--- src/rtl/uart_image_loader_pkg.sv ---
// Shared types and constants for the UART image loader.
// The CHECK state exists only when UART_IMAGE_LOADER_CHECKSUM_EN is defined.
package uart_image_loader_pkg;

`ifdef UART_IMAGE_LOADER_CHECKSUM_EN
  typedef enum logic [2:0] {IDLE, LOAD, CHECK, START, RUN} state_e;
`else
  typedef enum logic [2:0] {IDLE, LOAD, START, RUN} state_e;
`endif

  localparam logic [1:0] ERR_NONE     = 2'b00;
  localparam logic [1:0] ERR_TIMEOUT  = 2'b01;
  localparam logic [1:0] ERR_CHECKSUM = 2'b10;
  localparam logic [1:0] ERR_OVERRUN  = 2'b11;

  localparam logic [7:0] SYNC_BYTE_DEF = 8'hA5;

endpackage

--- src/rtl/uart_image_loader_if.sv ---
// Byte-in / memory-write / inference-handshake bundle for the image loader.
// The master side is the loader; the slave side is the UART, memory and network.
interface uart_image_loader_if #(
  parameter int ADDR_W = 10
);
  logic              rx_done_tick;
  logic [7:0]        rx_byte;
  logic              mem_we;
  logic [ADDR_W-1:0] mem_addr;
  logic [7:0]        mem_wdata;
  logic              net_start;
  logic              net_done;
  logic              busy;
  logic [1:0]        err;

  modport master (
    input  rx_done_tick, rx_byte, net_done,
    output mem_we, mem_addr, mem_wdata, net_start, busy, err
  );

  modport slave (
    output rx_done_tick, rx_byte, net_done,
    input  mem_we, mem_addr, mem_wdata, net_start, busy, err
  );
endinterface

--- src/rtl/uart_gap_timer.sv ---
// Counts idle cycles between received bytes; expire is asserted while the
// count sits at TIMEOUT_CYC-1 and the timer is enabled.
module uart_gap_timer #(
  parameter int TIMEOUT_CYC = 50000
) (
  input  logic clk,
  input  logic reset,
  input  logic clear,
  input  logic enable,
  output logic expire
);
  localparam int            CW   = $clog2(TIMEOUT_CYC + 1);
  localparam logic [CW-1:0] LAST = CW'(TIMEOUT_CYC - 1);

  logic [CW-1:0] cnt_q, cnt_d;

  // Saturate at LAST so a stalled enable can never wrap back to zero.
  always_comb begin
    cnt_d = cnt_q;
    if (clear)                      cnt_d = '0;
    else if (enable && cnt_q != LAST) cnt_d = cnt_q + CW'(1);
  end

  always_ff @(posedge clk) begin
    if (reset) cnt_q <= '0;
    else       cnt_q <= cnt_d;
  end

  assign expire = enable && (cnt_q == LAST);
endmodule

--- src/rtl/uart_image_loader.sv ---
// Loads a SYNC-framed image from a UART byte stream into memory and launches
// inference. Optional trailing XOR check byte: UART_IMAGE_LOADER_CHECKSUM_EN.
module uart_image_loader
  import uart_image_loader_pkg::*;
#(
  parameter int         N_PIXELS    = 784,
  parameter int         ADDR_W      = 10,
  parameter logic [7:0] SYNC_BYTE   = SYNC_BYTE_DEF,
  parameter int         TIMEOUT_CYC = 50000
) (
  input logic                  clk,
  input logic                  reset,
  uart_image_loader_if.master  bus
);
  localparam logic [ADDR_W-1:0] LAST_PIX = ADDR_W'(N_PIXELS - 1);

  state_e            state_q, state_d;
  logic [ADDR_W-1:0] cnt_q, cnt_d;
  logic [1:0]        err_q, err_d;
  logic              net_start_q, net_start_d;
  logic              busy_q, busy_d;
  logic              mem_we_c;
  logic              timer_en, timer_clr, expire;
`ifdef UART_IMAGE_LOADER_CHECKSUM_EN
  logic [7:0]        csum_q, csum_d;
  assign timer_en = (state_q == LOAD) || (state_q == CHECK);
`else
  assign timer_en = (state_q == LOAD);
`endif

  // Timer only runs inside a frame and restarts on every received byte.
  assign timer_clr = !timer_en || bus.rx_done_tick;

  uart_gap_timer #(.TIMEOUT_CYC(TIMEOUT_CYC)) u_gap (
    .clk    (clk),
    .reset  (reset),
    .clear  (timer_clr),
    .enable (timer_en),
    .expire (expire)
  );

  always_comb begin
    state_d  = state_q;
    cnt_d    = cnt_q;
    err_d    = ERR_NONE;
    mem_we_c = 1'b0;
`ifdef UART_IMAGE_LOADER_CHECKSUM_EN
    csum_d   = csum_q;
`endif
    case (state_q)
      IDLE: begin
        if (bus.rx_done_tick && bus.rx_byte == SYNC_BYTE) begin
          state_d = LOAD;
          cnt_d   = '0;
`ifdef UART_IMAGE_LOADER_CHECKSUM_EN
          csum_d  = '0;
`endif
        end
      end
      LOAD: begin
        if (bus.rx_done_tick) begin
          mem_we_c = 1'b1;
`ifdef UART_IMAGE_LOADER_CHECKSUM_EN
          csum_d   = csum_q ^ bus.rx_byte;
`endif
          if (cnt_q == LAST_PIX) begin
            cnt_d = '0;
`ifdef UART_IMAGE_LOADER_CHECKSUM_EN
            state_d = CHECK;
`else
            state_d = START;
`endif
          end else begin
            cnt_d = cnt_q + ADDR_W'(1);
          end
        end else if (expire) begin
          state_d = IDLE;
          cnt_d   = '0;
          err_d   = ERR_TIMEOUT;
        end
      end
`ifdef UART_IMAGE_LOADER_CHECKSUM_EN
      CHECK: begin
        if (bus.rx_done_tick) begin
          if (bus.rx_byte == csum_q) begin
            state_d = START;
          end else begin
            state_d = IDLE;
            err_d   = ERR_CHECKSUM;
          end
        end else if (expire) begin
          state_d = IDLE;
          err_d   = ERR_TIMEOUT;
        end
      end
`endif
      START: begin
        state_d = RUN;
        if (bus.rx_done_tick) err_d = ERR_OVERRUN;
      end
      RUN: begin
        // A byte coinciding with net_done is still an overrun, never a sync.
        if (bus.rx_done_tick) err_d   = ERR_OVERRUN;
        if (bus.net_done)     state_d = IDLE;
      end
      default: state_d = IDLE;
    endcase
    net_start_d = (state_d == START);
    busy_d      = (state_d != IDLE);
  end

  always_ff @(posedge clk) begin
    if (reset) begin
      state_q     <= IDLE;
      cnt_q       <= '0;
      err_q       <= ERR_NONE;
      net_start_q <= 1'b0;
      busy_q      <= 1'b0;
`ifdef UART_IMAGE_LOADER_CHECKSUM_EN
      csum_q      <= '0;
`endif
    end else begin
      state_q     <= state_d;
      cnt_q       <= cnt_d;
      err_q       <= err_d;
      net_start_q <= net_start_d;
      busy_q      <= busy_d;
`ifdef UART_IMAGE_LOADER_CHECKSUM_EN
      csum_q      <= csum_d;
`endif
    end
  end

  // Outputs are forced quiet while reset is held, even before the first edge.
  assign bus.mem_we    = mem_we_c & ~reset;
  assign bus.mem_addr  = cnt_q;
  assign bus.mem_wdata = bus.rx_byte;
  assign bus.net_start = net_start_q & ~reset;
  assign bus.busy      = busy_q & ~reset;
  assign bus.err       = reset ? ERR_NONE : err_q;
endmodule

--- src/flat_wrapper.sv ---
// flat-port wrapper written by rule: the top's interface ports become plain ports
module uart_image_loader_flat import uart_image_loader_pkg::*;
#(
  parameter int         N_PIXELS    = 784,
  parameter int         ADDR_W      = 10,
  parameter logic [7:0] SYNC_BYTE   = SYNC_BYTE_DEF,
  parameter int         TIMEOUT_CYC = 50000
)
  (clk, reset, bus_rx_done_tick, bus_rx_byte, bus_net_done, bus_mem_we, bus_mem_addr, bus_mem_wdata, bus_net_start, bus_busy, bus_err);
  uart_image_loader_if #(.ADDR_W(ADDR_W)) bus_i ();
  input logic clk;
  input logic reset;
  input wire logic [$bits(bus_i.rx_done_tick)-1:0] bus_rx_done_tick;
  input wire logic [$bits(bus_i.rx_byte)-1:0] bus_rx_byte;
  input wire logic [$bits(bus_i.net_done)-1:0] bus_net_done;
  output wire logic [$bits(bus_i.mem_we)-1:0] bus_mem_we;
  output wire logic [$bits(bus_i.mem_addr)-1:0] bus_mem_addr;
  output wire logic [$bits(bus_i.mem_wdata)-1:0] bus_mem_wdata;
  output wire logic [$bits(bus_i.net_start)-1:0] bus_net_start;
  output wire logic [$bits(bus_i.busy)-1:0] bus_busy;
  output wire logic [$bits(bus_i.err)-1:0] bus_err;
  assign bus_i.rx_done_tick = bus_rx_done_tick;
  assign bus_i.rx_byte = bus_rx_byte;
  assign bus_i.net_done = bus_net_done;
  assign bus_mem_we = bus_i.mem_we;
  assign bus_mem_addr = bus_i.mem_addr;
  assign bus_mem_wdata = bus_i.mem_wdata;
  assign bus_net_start = bus_i.net_start;
  assign bus_busy = bus_i.busy;
  assign bus_err = bus_i.err;
  uart_image_loader #(.N_PIXELS(N_PIXELS), .ADDR_W(ADDR_W), .SYNC_BYTE(SYNC_BYTE), .TIMEOUT_CYC(TIMEOUT_CYC)) u_core (.clk(clk), .reset(reset), .bus(bus_i));
endmodule
--- config.mk ---
export PLATFORM = sky130hd
export DESIGN_NAME = uart_image_loader_flat
export DESIGN_NICKNAME = d
export VERILOG_FILES = /design/src/rtl/uart_image_loader_pkg.sv /design/src/rtl/uart_image_loader_if.sv /design/src/rtl/uart_gap_timer.sv /design/src/rtl/uart_image_loader.sv /design/src/flat_wrapper.sv
export SDC_FILE = /design/constraint.sdc
export NUM_CORES = 1
export LEC_CHECK = 0
export CORE_MARGIN = 2
export CORE_UTILIZATION = 24
export DETAILED_ROUTE_END_ITERATION = 10
export GPL_ROUTABILITY_DRIVEN = 1
export PLACE_DENSITY = 0.41
export SYNTH_ARGS = -nofsm -noshare
export SYNTH_HDL_FRONTEND = slang
export SYNTH_SLANG_ARGS = --single-unit
--- constraint.sdc ---
create_clock -name clk -period 5 [get_ports clk]
set_clock_uncertainty 0.1 [all_clocks]
set_input_delay 1 -clock clk [delete_from_list [all_inputs] [get_ports clk]]
set_output_delay 1 -clock clk [all_outputs]
set_load 0.005 [all_outputs]
==> results of run 1 <==
==> registers in the layout, summed over array words and instances, names as in the netlist <==
name	count
u_core.u_gap.cnt_q	16
u_core.bus.mem_addr	10
u_core.state_q	3
u_core.err_q	2
u_core.busy_q	1
u_core.net_start_q	1
==> worst min-delay path by stage <==
stage                                     start                     to  slack [ns]  depth (start not counted)
final                     u_core.u_gap.cnt_q[1]  u_core.u_gap.cnt_q[1]        0.38                          2
after global routing      u_core.u_gap.cnt_q[1]  u_core.u_gap.cnt_q[1]        0.40                          2
after CTS                 u_core.u_gap.cnt_q[1]  u_core.u_gap.cnt_q[1]        0.38                          2
after detailed placement  u_core.u_gap.cnt_q[1]  u_core.u_gap.cnt_q[1]        0.37                          2
after global placement    u_core.u_gap.cnt_q[1]  u_core.u_gap.cnt_q[1]        0.36                          2
after floorplan           u_core.u_gap.cnt_q[1]  u_core.u_gap.cnt_q[1]        0.35                          2
==> cell families (layout without fill, tap and decap cells) <==
| family | Yosys count | in the layout | synth area share |
|---|---|---|---|
| flops | 33 | 33 | 0.378 |
| xor+xnor | 11 | 11 | 0.0551 |
| simple gates | 96 | 96 | 0.349 |
| buf+inv | 14 | 44 | 0.0529 |
| compound gates | 41 | 41 | 0.149 |
| fa+ha+maj | 2 | 2 | 0.0143 |
| other cells | 1 | 1 | 0.00214 |
==> cell usage in the layout, fill, tap and decap left out, drive strengths merged, types with 10 or more instances in the layout <==
| master | count |
|---|---|
| a21oi | 17 |
| dfxtp | 33 |
| nor2 | 23 |
| o21ai | 10 |
| xor2 | 10 |
| nand2 | 10 |
| nand3 | 15 |
| and3 | 11 |
| clkdlybuf4s50 | 34 |
==> layout make-up <==
type                    count  area, um^2
fillers                   786        4890
multi-input cells         151         996
flip-flops and latches     33         661
repair buffers             34         340
well taps                  99         124
clock buffers               7        86.3
clock inverters             1        30.0
inverters                   2        7.51
==> worst max-delay path, stage by stage <==
cell and delay (ns):
clkdlybuf4s50_1 0.53, nor3b_1 0.24, nand2_1 0.19, nor2_1 0.13
clkdlybuf4s50_1 0.52
==> power breakdown <==
group | switching (uW) | internal (uW)
combinational | 7.04 | 14.4
clock | 100 | 163
sequential | 0.892 | 263
total | 108 | 440
==> per-stage QoR <==
stage	cells	total power [uW]	area (um^2)
2_1_floorplan	198	278	1750
3_3_place_gp	319	292	2130
3_5_place_dp	319	292	2130
4_1_cts	327	557	2240
5_1_grt	327	570	2240
6_report	327	548	2240
==> routing by layer <==
| layer | routed length (um) | part of all wire | vias up | global-route usage |
|---|---|---|---|---|
| li1 | - | - | 769 | - |
| met1 | 1960 | 0.47 | 685 | 0.141 |
| met2 | 2040 | 0.49 | 19 | 0.189 |
| met3 | 121 | 0.029 | 8 | 0.0277 |
| met4 | 55 | 0.013 | 0 | 0.0366 |
| met5 | 0 | 0 | - | 0 |
==> impl_metrics.py, run 1 <==
metrics = {
    "floorplan": {
        "dieHeight_um": 89.4,
        "num_io_pins": 35,
        "core_area_um2": 7140,
        "initial_utilization": 0.245,
        "die_area_um2": 7990,
        "dieWidth_um": 89.4,
        "rows": 31,
    },
    "timing": {
        "drv_slew": 0,
        "worst_hold_slack_ns": 0.380,
        "fin_crit_sh": 0.742,
        "finalSetupTns_ns": 0,
        "hold_violations": 0,
        "max_slew_margin": 0.516,
        "period_needed_ns": 3.71,
        "fmax_mhz": 270,
        "timing.final.setup_violations": 0,
        "rsz0062_at_grt": "false",
        "final.setup.worst_slack_ns": 1.29,
        "worst_pin_slew_ns": 0.723,
    },
    "cells_and_area": {
        "synthToLayoutAreaGrowth_pct": 28.3,
        "finalNetCount": 241,
        "drive_gt1_frac": 0.0833,
        "num_antenna_cells": 0,
        "utilization": 0.315,
    },
    "power_and_ir_drop": {
        "power.density_nw_per_um2": 244,
        "worst_ir_drop_vdd_uv": 105,
        "power_leakage_uw": 0.000731,
    },
    "drt": {
        "drc_errors": 0,
        "drt_first_pass_iters": 4,
        "post_drt_wl_per_cell_um": 12.8,
        "num_vias": 1481,
        "drt_iter0_markers": 43,
        "ant_nets": 0,
        "vias_per_cell": 4.53,
        "routed_wirelength_mm": 4.18,
    },
    "clock_tree": {
        "post_cts_buffers": 0,
        "ctsHoldBuffers": 0,
        "clk_pin_slew_ns": 0.07,
        "clock_path_buffers": 2,
        "htreeDepth": 2,
        "cts_tree": "yes",
        "clock-sinks": 33,
        "clockRootBuffer": "clkbuf_8",
        "clock_latency_ns": 0.28,
        "numCtsBuffers": 5,
        "ctsResizeCount": 0,
    },
    "worst_setup_path": {
        "r2r_start": "u_core.bus.mem_addr[4]",
        "end_kind": "primary output",
        "path_class": "input pin to primary output",
        "crit_required_ns": 3.90,
        "r2r_end": "u_core.bus.mem_addr[9]",
        "crit_fanout": 6,
        "start_kind": "input pin",
        "cp-startpoint": "bus_rx_done_tick",
        "crit_path_end": "bus_mem_we",
        "rr_worst_depth": 5,
        "reg2reg_setup_slack_ns": 3.12,
        "crit_arrival_ns": 2.61,
    },
    "grt": {
        "grt_usage": 0.113,
        "grt_max_degree": 18,
        "grt_pass1_vias": 1430,
        "grt_antenna_before_repair": 0,
        "globalRouteOverflowTotal": 0,
        "grt_pass1_wl_mm": 6.85,
    },
    "placement": {
        "io_buffers": 34,
        "place_hpwl_mm": 3.01,
        "gp_congestion": 0.734,
        "place_ws_ns": 1.29,
    },
    "yosys": {
        "synth.most_common_cell": "dfxtp_1",
        "yosys-top-cells-count": "dfxtp_1, nor2_1, a21oi_1, nand3_1",
        "syn_avg_cell_area_um2": 8.83,
        "synth-async-reset-ratio": 0,
        "ys_warn_count": 0,
        "yosysSeqAreaShare": 0.378,
        "synth_edf_count": 0,
        "syn_inst": 198,
        "synth_area_leader_cell": "dfxtp_1",
        "netlist_area_um2": 1750,
        "synth_area_leaders": "dfxtp_1, xor2_1, nor2_1",
        "synth_ff_type": "dfxtp_1",
        "synth_top_area_frac": 0.378,
        "syn-num-nets": 212,
        "ys_ff_latch": 33,
        "synth_cell_types": 43,
    },
    "flow_run": {
        "maxCapViolCount": 0,
    },
    "run_status": {
        "status": "completed",
    },
    "hold_path": {
        "hold_path.class": "flop to flop",
    },
}
Power figures use the tool's default switching activity.
==> run 2: changes to the inputs <==
==> constraint.sdc (replaced) <==
create_clock -name clk -period 3.7 [get_ports clk]
set_clock_uncertainty 0.1 [all_clocks]
set_input_delay 0.74 -clock clk [delete_from_list [all_inputs] [get_ports clk]]
set_output_delay 0.74 -clock clk [all_outputs]
set_load 0.005 [all_outputs]
==> run 2 against run 1 <==
Routed wire length grew 0.29%. Sequential power grew 35%. Power rose by 36%. Critical endpoint unchanged. Highest routed layer unchanged.
==> impl_metrics.py, run 2 (synthesis gave the netlist of run 1 again) <==
metrics = {
    "run_status": {
        "status": "completed",
    },
    "cells_and_area": {
        "seq_area_um2": 661,
        "finalNetCount": 242,
        "most-common-layout-cells": "clkdlybuf4s50_1, dfxtp_1, nor2_1",
        "mostFrequentLayoutCell": "clkdlybuf4s50_1",
        "fin_cells": 328,
        "synthToLayoutAreaGrowth_pct": 28.8,
        "num_antenna_cells": 0,
        "n_fill_cell": 792,
        "largest_reg_flops": 16,
        "top_register": "u_core.u_gap.cnt_q",
        "multi_input_area_um2": 996,
        "drive_gt1_frac": 0.0873,
    },
    "power_and_ir_drop": {
        "seqPwrFrac": 0.480,
        "p_clk_frac": 0.480,
        "p_sw_uw": 148,
        "combPwrFrac": 0.040,
        "power_leakage_uw": 0.000736,
        "internal-power_uw": 595,
        "finalPower_uw": 743,
        "power.density_nw_per_um2": 330,
        "worst_ir_drop_vdd_uv": 107,
        "swShare": 0.199,
    },
    "hold_path": {
        "hold_path.class": "flop to flop",
    },
    "timing": {
        "fin_crit_sh": 0.858,
        "drv_slew": 0,
        "period_needed_ns": 3.17,
        "worst_pin_slew_ns": 0.606,
        "finalSetupTns_ns": 0,
        "timing.final.setup_violations": 0,
        "rsz0062_at_grt": "false",
        "hold_violations": 0,
        "max_slew_margin": 0.596,
        "fmax_mhz": 315,
    },
    "drt": {
        "drt_iter0_markers": 40,
        "ant_nets": 0,
        "drc_errors": 0,
        "post_drt_wl_per_cell_um": 12.8,
        "vias_per_cell": 4.59,
        "routed_wirelength_mm": 4.19,
        "drt_first_pass_iters": 4,
        "num_vias": 1505,
    },
    "grt": {
        "grt_max_degree": 18,
        "grt_antenna_before_repair": 0,
        "grt_pass1_vias": 1517,
        "grt_pass1_wl_mm": 7.06,
        "grt_usage": 0.116,
        "globalRouteOverflowTotal": 0,
    },
    "floorplan": {
        "dieWidth_um": 89.4,
        "dieHeight_um": 89.4,
        "rows": 31,
        "num_io_pins": 35,
        "core_area_um2": 7140,
        "die_area_um2": 7990,
        "initial_utilization": 0.245,
    },
    "worst_setup_path": {
        "path_class": "input pin to primary output",
        "crit_buf_inv": 2,
        "path_delay_family": "buffers and inverters",
        "cp_cell_sequence": "clkdlybuf4s50_1, nor3b_1, nand2_1, nor2_1, clkdlybuf4s50_1",
        "crit_required_ns": 2.86,
        "crit_arrival_ns": 2.33,
        "cpMostUsedCell": "clkdlybuf4s50_1",
        "start_kind": "input pin",
        "end_kind": "primary output",
        "crit_path_top_delay_cell": "clkdlybuf4s50_1",
        "cp_slowest_stage_delay_ns": 0.52,
        "crit_fanout": 6,
    },
    "clock_tree": {
        "clock-sinks": 33,
        "htreeDepth": 2,
        "clock_latency_ns": 0.29,
        "post_cts_buffers": 0,
        "ctsResizeCount": 0,
        "cts_tree": "yes",
        "clk_pin_slew_ns": 0.07,
        "ctsHoldBuffers": 0,
        "numCtsBuffers": 5,
        "clockRootBuffer": "clkbuf_8",
        "clock_path_buffers": 2,
    },
    "placement": {
        "place_hpwl_mm": 3.01,
        "dp.cells": 320,
        "gp_congestion": 0.726,
        "io_buffers": 34,
    },
    "flow_run": {
        "maxCapViolCount": 0,
    },
}
[run 2: changes by cell type in the layout (fill, tap and decap cells not counted)]
| cell | previous run | this run |
|---|---|---|
| buf_4 | 0 | 1 |
[run 2: layer usage]
metal  up-vias  global-route usage  part of all wire
li1        775                   -                 -
met1       699               0.142              0.47
met2        24               0.197              0.48
met3         7              0.0314             0.036
met4         0              0.0380             0.013
met5         -                   0                 0
[run 2: layout make-up]
cell class,instances,area share
clock inverter,1,0.0133
multi-input combinational,151,0.442
inverter,2,0.00333
tap,99,0.0550
timing repair buffer,35,0.154
sequential,33,0.293
clock buffer,7,0.0383
[run 2: metrics by stage]
step                      hold WS (ns)  utilization  cell area [um^2]  worst slack (ns)
after floorplan                  0.349            -              1750              1.68
after global placement           0.366        0.299              2140             0.518
after detailed placement         0.371        0.299              2140             0.522
after CTS                        0.381        0.316              2250             0.505
after global routing             0.405        0.316              2250             0.400
final                            0.384        0.316              2250             0.526
[run 2: final timing paths]
check / cells after the start / endpoint / startpoint / slack, ns
worst max-delay path: 5 / bus_mem_we / bus_rx_done_tick / 0.53
worst min-delay path: 2 / u_core.u_gap.cnt_q[1] / u_core.u_gap.cnt_q[1] / 0.38
worst max register to register: 5 / u_core.bus.mem_addr[9] / u_core.bus.mem_addr[4] / 1.82
worst min register to register: 2 / u_core.u_gap.cnt_q[1] / u_core.u_gap.cnt_q[1] / 0.38
[run 2: power groups by stage]
| stage | Clock [uW] | Combinational [uW] | Sequential, uW |
|---|---|---|---|
| after floorplan | 0 | 11.3 | 365 |
| after global placement | 0 | 30.4 | 365 |
| after detailed placement | 0 | 30.3 | 365 |
| after CTS | 369 | 30.3 | 356 |
| after global routing | 384 | 32.3 | 357 |
| final | 357 | 29.8 | 357 |
[run 2: tightest hold or removal path, delay by kind of cell, from the launching register on]
family / cells / cell delay (ns)
compound gates: 1 / 0.05
simple gates: 1 / 0.06
flops: 1 / 0.33
